### config.mk
export PLATFORM = sky130hd
export DESIGN_NAME = prog_sequencer
export DESIGN_NICKNAME = d
export VERILOG_FILES = /design/src/rtl/prog_seq_pkg.sv /design/src/rtl/prog_sequencer_sat_counter.sv /design/src/rtl/prog_sequencer.sv
export SDC_FILE = /design/constraint.sdc
export NUM_CORES = 1
export LEC_CHECK = 0
export CAP_MARGIN = 20
export CORE_MARGIN = 5
export CORE_UTILIZATION = 43
export CTS_BUF_LIST = sky130_fd_sc_hd__clkbuf_8
export CTS_CLUSTER_DIAMETER = 80
export DETAILED_ROUTE_END_ITERATION = 8
export PLACE_DENSITY_LB_ADDON = 0.05
export REMOVE_ABC_BUFFERS = 1
export SYNTH_ARGS = -nofsm -noshare
export SYNTH_HDL_FRONTEND = slang
export SYNTH_SLANG_ARGS = --single-unit
### constraint.sdc
create_clock -name CLK -period 3.15 [get_ports CLK]
set_input_delay 0.4725 -clock CLK [delete_from_list [all_inputs] [get_ports CLK]]
set_output_delay 0.4725 -clock CLK [all_outputs]
set_load 0.05 [all_outputs]
### src/rtl/prog_seq_pkg.sv
// Shared types and constants for the program-launch sequencer.
package prog_seq_pkg;

    localparam int PROG_W          = 2;
    localparam int INIT_CYCLES_DEF = 4;

    typedef enum logic [1:0] {
        IDLE    = 2'd0,
        INIT_HI = 2'd1,
        RUN     = 2'd2,
        DONE    = 2'd3
    } seq_state_t;

endpackage

### src/rtl/prog_sequencer_sat_counter.sv
// Up-counter with synchronous clear and enable that sticks at all-ones instead of wrapping.
module sat_counter #(
    parameter int CNT_W = 32
) (
    input  logic             clk,
    input  logic             rst_n,
    input  logic             clr,
    input  logic             en,
    output logic [CNT_W-1:0] count
);

    logic [CNT_W-1:0] count_q;
    logic [CNT_W-1:0] count_d;

    always_comb begin
        count_d = count_q;
        if (clr) begin
            count_d = '0;
        end else if (en && (count_q != '1)) begin
            count_d = count_q + CNT_W'(1);
        end
    end

    always_ff @(posedge clk) begin
        if (!rst_n) begin
            count_q <= '0;
        end else begin
            count_q <= count_d;
        end
    end

    assign count = count_q;

endmodule

### src/rtl/prog_sequencer.sv
// Launches NUM_PROGS programs on the core via init pulses and waits for Halt after each one.
// Optional per-program watchdog is built when PROG_TIMEOUT_EN is defined.
module prog_sequencer
    import prog_seq_pkg::*;
#(
    parameter int NUM_PROGS      = 3,
    parameter int INIT_CYCLES    = INIT_CYCLES_DEF,
    parameter int CNT_W          = 32,
    parameter int TIMEOUT_CYCLES = 100000
) (
    input  logic              CLK,
    input  logic              Reset_n,
    input  logic              start,
    input  logic              Halt,
    output logic              init,
    output logic [PROG_W-1:0] ProgState,
    output logic              busy,
    output logic              prog_done,
    output logic [CNT_W-1:0]  CycleCount,
    output logic              seq_done,
    output logic              timed_out,
    output seq_state_t        dbg_state
);

    localparam int                INIT_W      = $clog2(INIT_CYCLES + 1);
    localparam logic [INIT_W-1:0] INIT_LOAD   = INIT_W'(INIT_CYCLES - 1);
    localparam logic [PROG_W-1:0] LAST_PROG   = PROG_W'(NUM_PROGS);
    localparam logic [CNT_W-1:0]  TIMEOUT_VAL = CNT_W'(TIMEOUT_CYCLES);

    seq_state_t        state_q, state_d;
    logic [INIT_W-1:0] init_cnt_q, init_cnt_d;
    logic              init_q, init_d;
    logic [PROG_W-1:0] prog_q, prog_d;
    logic              busy_q, busy_d;
    logic              prog_done_q, prog_done_d;
    logic [CNT_W-1:0]  cycle_count_q, cycle_count_d;
    logic              seq_done_q, seq_done_d;
    logic              timed_out_q, timed_out_d;

    logic              cnt_clr;
    logic              cnt_en;
    logic [CNT_W-1:0]  run_cnt;
    logic              hit_timeout;

    sat_counter #(
        .CNT_W (CNT_W)
    ) u_run_cnt (
        .clk   (CLK),
        .rst_n (Reset_n),
        .clr   (cnt_clr),
        .en    (cnt_en),
        .count (run_cnt)
    );

`ifdef PROG_TIMEOUT_EN
    assign hit_timeout = !Halt && (run_cnt == TIMEOUT_VAL);
`else
    logic unused_timeout;
    assign unused_timeout = ^TIMEOUT_VAL;
    assign hit_timeout    = 1'b0;
`endif

    always_comb begin
        state_d       = state_q;
        init_cnt_d    = init_cnt_q;
        init_d        = 1'b0;
        prog_d        = prog_q;
        prog_done_d   = 1'b0;
        cycle_count_d = cycle_count_q;
        timed_out_d   = timed_out_q;
        cnt_clr       = 1'b0;
        cnt_en        = 1'b0;

        case (state_q)
            IDLE: begin
                if (start) begin
                    state_d    = INIT_HI;
                    init_cnt_d = INIT_LOAD;
                end
            end
            // First INIT_HI cycle only raises init; the count runs while init is already high.
            INIT_HI: begin
                if (!init_q) begin
                    init_d = 1'b1;
                end else if (init_cnt_q == '0) begin
                    state_d = RUN;
                    prog_d  = prog_q + PROG_W'(1);
                    cnt_clr = 1'b1;
                end else begin
                    init_d     = 1'b1;
                    init_cnt_d = init_cnt_q - INIT_W'(1);
                end
            end
            RUN: begin
                cnt_en = !Halt;
                if (Halt || hit_timeout) begin
                    cycle_count_d = run_cnt;
                    prog_done_d   = 1'b1;
                    if (hit_timeout) begin
                        timed_out_d = 1'b1;
                    end
                    if (prog_q == LAST_PROG) begin
                        state_d = DONE;
                    end else begin
                        state_d    = INIT_HI;
                        init_cnt_d = INIT_LOAD;
                    end
                end
            end
            DONE: begin
                if (start) begin
                    prog_d      = '0;
                    timed_out_d = 1'b0;
                    state_d     = INIT_HI;
                    init_cnt_d  = INIT_LOAD;
                end
            end
            default: begin
                state_d = IDLE;
            end
        endcase

        busy_d     = (state_d == INIT_HI) || (state_d == RUN);
        seq_done_d = (state_d == DONE);
    end

    always_ff @(posedge CLK) begin
        if (!Reset_n) begin
            state_q       <= IDLE;
            init_cnt_q    <= '0;
            init_q        <= 1'b0;
            prog_q        <= '0;
            busy_q        <= 1'b0;
            prog_done_q   <= 1'b0;
            cycle_count_q <= '0;
            seq_done_q    <= 1'b0;
            timed_out_q   <= 1'b0;
        end else begin
            state_q       <= state_d;
            init_cnt_q    <= init_cnt_d;
            init_q        <= init_d;
            prog_q        <= prog_d;
            busy_q        <= busy_d;
            prog_done_q   <= prog_done_d;
            cycle_count_q <= cycle_count_d;
            seq_done_q    <= seq_done_d;
            timed_out_q   <= timed_out_d;
        end
    end

    assign init       = init_q;
    assign ProgState  = prog_q;
    assign busy       = busy_q;
    assign prog_done  = prog_done_q;
    assign CycleCount = cycle_count_q;
    assign seq_done   = seq_done_q;
    assign timed_out  = timed_out_q;
    assign dbg_state  = state_q;

endmodule

# Word level (Yosys, flattened, before mapping)
# Index checks and enable logic that the tools add are counted.
word_totals:
  register_bits: 75
  latch_bits: 0
  ramBits: 0
  rom_bits: 0
  in_bits: 4
  n_memories: 0
classes:
  n_addsub: 3
  mul: 0
  n_div: 0
  order_cmp: 0
  eq_ne: 15
  shifts: 0
  n_mux: 23
  bitwise: 1
  reduce_logical: 13
op_table:
  columns: ["op", "n"]
  rows:
  - ["adder 32 x 1 -> 32 bit, second input constant", 1]
  - ["inequality test 32 bit, second input constant", 1]
  - ["2-to-1 mux 2 bit", 8]
  - ["2-to-1 mux 3 bit", 5]
  - ["inequality test 2 bit, second input constant", 6]
  - ["equality test 2 bit, second input constant", 5]
  - ["case mux 3 bit (3 select lines)", 1]
  - ["2-to-1 mux 1 bit", 7]
  - ["case mux 2 bit (3 select lines)", 1]
  - ["AND reduction 2 bit", 3]
  - ["AND reduction 5 bit", 1]
  - ["equality test 2 x 1 -> 1 bit, second input constant", 2]
  - ["case mux 2 bit (2 select lines)", 1]
  - ["AND reduction 4 bit", 1]
  - ["OR reduction 2 bit", 2]
  - ["zero test 3 bit", 1]
  - ["subtractor 3 x 1 -> 3 bit, second input constant", 1]
  - ["adder 2 x 1 -> 2 bit, second input constant", 1]
  - ["zero test 2 bit", 1]
  - ["inequality test 2 x 1 -> 1 bit, second input constant", 1]
  - ["nonzero test 2 bit", 1]
  - ["logical AND 1 bit", 1]
  - ["zero test 1 bit", 1]
  - ["logical OR 1 bit", 1]
  - ["inverter 1 bit", 1]

# Logic depth before layout (Yosys ltp)
logic_depth:
  ltp_word: 6
  mapped_depth: 9
  mapped_depth_nobuf: 8

# Hierarchy
# Synthesis repeated with hierarchy kept, for this count alone.
hier_totals:
  cells_unflattened: 418
  hier_area_um2: 3477.1
modules_own_cells:
  columns: ["module", "n_inst", "cells_each", "area_per_inst_um2", "seq_area_each_um2"]
  rows:
  - ["prog_sequencer", 1, 215, 1809.2, 860.8]
  - ["sat_counter", 1, 203, 1667.8, 640.6]

# Least setup slack after synthesis
# Ideal clock, no wire load.
synth_path:
  kind: "reg-to-reg"
  from: "reg state_q[1], in the netlist dbg_state[1]"
  to: "reg u_run_cnt.count_q[18], in the netlist u_run_cnt.count[18]"
  arrival_time_ps: 2263
  t_required_ps: 3080
  slack_ps: 816
  path_stages_with_launch: 8
  n_path_buf: 1
  synth_period_minus_slack_ps: 2334
  cell_sequence: "dfxtp_1 -> ha_1 -> nor2b_1 -> clkbuf_1 -> nand2_1 -> or4_1 -> or3_1 -> a21oi_1"
synth_between:
  elab_chain_cells: 3
synth_lines:
  columns: ["item", "line_no", "rtl"]
  rows:
  - ["start, declared", "prog_sequencer.sv:30", "seq_state_t state_q, state_d;"]
  - ["start signal, assigned", "prog_sequencer.sv:139", "state_q <= state_d;"]
  - ["equality test 2 x 1 -> 1 bit or equality test 2 bit (tied branches)", "prog_sequencer.sv:74", "case (state_q)"]
  - ["2-to-1 mux 1 bit", "prog_sequencer.sv:74", null]
  - ["OR reduction 2 bit (no line) or logical AND 1 bit (tied branches)", null, null]
  - ["end signal, assigned", "prog_sequencer_sat_counter.sv:28", "count_q <= count_d;"]
  - ["end, declared", "prog_sequencer_sat_counter.sv:12", "logic [CNT_W-1:0] count_q;"]
# Several ways; a longest one is shown, not always the timed one.
# A chain may end at the register's enable or synchronous reset.

# Final worst setup path
layout_path:
  from: "in Halt"
  to: "reg u_run_cnt.count_q[27], in the netlist u_run_cnt.count[27]"
layout_between:
  elab_chain_cells: 3
layout_lines:
  columns: ["item", "line_no", "rtl"]
  rows:
  - ["start, declared", "prog_sequencer.sv:14", "input logic Halt,"]
  - ["zero test 1 bit", "prog_sequencer.sv:95", "cnt_en = !Halt;"]
  - ["2-to-1 mux 1 bit", "prog_sequencer.sv:74", null]
  - ["logical AND 1 bit", "prog_sequencer_sat_counter.sv:19", "end else if (en && (count_q != '1)) begin"]
# Every way passes these cells.

==> flow_summary.toml <==
[outcome]
status = "finished, final reports clean"

[sta]
setup_tns_ns = 0
slew_headroom_pct = 53.0
finalSetupViolations = 0
maxSlewViolCount = 0
fin_crit_sh_pct = 70.7
rsz0062_at_grt = "no"
fmax_mhz = 449
finClkSkew_ns = 0.00933
period_needed_ns = 2.23
hold_viol = 0
tightest_slew_ns = 0.705

[pwr]
total_power_uw = 2090
p_per_area_nw_per_um2 = 498
leakagePower_uw = 0.00137
peakVddDrop_mv = 0.379

[global_route]
antenna_found_initial = 0
grt_pass1_wl_um = 13000
grt_pass1_vias = 2803
grt_usage_pct = 15.8
overflow = 0
grt_max_degree = 30

[logic_synthesis]
avgSynthCellArea_sq_um = 8.45
synth-seq-cells = 75
synth-edff-count = 0
synthFlopType = "dfxtp_1"
ys_types = 51
synth_top_area_share_pct = 43.0
yosys.area.top_type = "dfxtp_1"
synth_mux_area_share_pct = 0.573
ys_seq_area_share_pct = 43.0
netlist_instances = 413
synth_compound_area_share_pct = 20.3
synthSimpleGateAreaFrac_pct = 28.0
ys_warn_count = 0
syn_area_sq_um = 3490
synth-async-reset-ratio_pct = 0
synth-xor-area-share_pct = 0.502
synth_top_family_by_area = "simple AND/OR/NAND/NOR gates"
yosys.area_share.adder_pct = 3.58
synth_area_leaders = "dfxtp_1 43%, nand2_1 8.6%, a21boi_0 7.1%"

[final_layout]
final_common_cell = "nand2_1"
instances_no_fill = 559
antenna_cells = 0
area_growth_pct = 20.4
drive_gt1_share_pct = 7.22
n_fill_cell = 752
nets = 467
mostFrequentLayoutCells = "80 x nand2_1, 75 x dfxtp_1, 43 x clkdlybuf4s50_1, 33 x a21boi_0, 28 x a21oi_1"
final_cell_area_sq_um = 4200

[clocking]
cts_setup_buffers = 0
insertion_delay_ns = 0.34
numClockSinks = 75
ctsRootBufferMaster = "clkbuf_8"
cts_buffer_depth = 2
numCtsBuffers = 9
cts_hold_buf = 0
ctsResizeCount = 0
h-tree-depth = 3
path_clk_slew_ns = 0.08
cts_tree = "yes"

[route]
routed_wl_um = 7540
drcViolationCount = 0
routedWlPerCell_um = 13.5
drt_pass1_iterations = 4
ant_nets = 0
vias = 3015
vias_per_cell = 5.39
drtIter0Drc = 84

[placement]
hpwl_um = 5360
routabilityCongestion = 0.841
placed_area_sq_um = 4010
dp.cells = 544
io_buffers = 43

[job]
max_cap_viol_count = 0

[critical_path]
cp.arrival_ns = 2.50
crit_buf_inv = 1
crit_path_start_kind = "input pin"
required_ns = 3.42
crit_fanout = 9
r2r_slack_ns = 0.95
end_kind = "flop"
crit_family = "simple AND/OR/NAND/NOR gates"
worstSetupPathType = "input pin to flop"
crit_chain = "clkdlybuf4s50_1, nand3b_1, nor4_4, o2111ai_1, or3_1, a21oi_1"
slowest_delay_ns = 0.56
cpMaxStageDelayCell = "clkdlybuf4s50_1"

[die]
die_h_um = 100
die_w_um = 100
core_sq_um = 7810
die_area_sq_um = 10000
start_util_pct = 44.7
ios = 45
row_count = 32

[worst_hold_path]
hp-class = "flop to flop"
registers in the layout, indices dropped and copies added (netlist names):
| name | count |
|---|---|
| CycleCount | 32 |
| busy | 1 |
| init | 1 |
| prog_done | 1 |
| seq_done | 1 |
| init_cnt_q | 3 |
| ProgState | 2 |
| u_run_cnt.count | 32 |
| dbg_state | 2 |
path summary, 6_finish.rpt:
kind | from | to | cells past startpoint
setup / recovery | Halt | u_run_cnt.count[27] | 6
hold / removal | CycleCount[26] | CycleCount[26] | 2
setup reg to reg | dbg_state[0] | u_run_cnt.count[27] | 7
hold reg to reg | CycleCount[26] | CycleCount[26] | 2
per-stage QoR:
step | hold WS (ns) | setup WS [ns] | utilization (%)
finish | 0.461 | 0.922 | 53.8
global route | 0.480 | 0.687 | 53.8
floorplan | 0.455 | 0.790 | -
detailed placement | 0.455 | 0.597 | 51.4
global placement | 0.450 | 0.707 | 51.4
CTS | 0.467 | 0.959 | 53.8
layer usage:
metal | GRT usage (%) | routed length (um) | vias up
met1 | 20.8 | 3680 | 1395
met3 | 4.31 | 342 | 11
met5 | 0 | 0 | -
met4 | 5.60 | 99 | 0
li1 | - | - | 1559
met2 | 25.0 | 3420 | 50
cell usage after synthesis (9+ instances only):
master,number
clkbuf_1,18
inv_1,11
ha_1,10
nand4_1,11
dfxtp_1,75
a21oi_1,28
nand3_1,13
o21ai_0,20
a21boi_0,33
nand2_1,80
and2_1,9
or3_1,21
logic make-up after synthesis:
kind of cell,after synthesis
compound gates,110
mux,2
flops,75
fa+ha+maj,10
simple gates,180
buf+inv,33
xor+xnor,2
other cells,1
report_power, final:
part	internal, uW	total, uW	leakage [uW]	switching (uW)
registers	979	1010	0.000605	29.5
logic	131	354	0.000658	223
clock network	381	728	0.000102	348
worst reg2reg max path, delay by kind of cell (launching register included):
kind | cells | cell delay (ns)
DFF | 1 | 0.39
adders and majority gates | 1 | 0.28
buffers and inverters | 1 | 0.12
and+or+nand+nor | 3 | 0.87
AOI/OAI and AO/OA | 2 | 0.48
cell type report:
class	instances	area, sq um	area share [%]
clock buffer	10	138	3.28
clock inverter	5	53.8	1.28
inverter	11	41.3	0.983
multi-input combinational	305	1850	44.0
sequential	75	1500	35.7
tap	102	128	3.04
timing repair buffer	51	490	11.7
No activity file was read; power rests on OpenSTA's default activity.
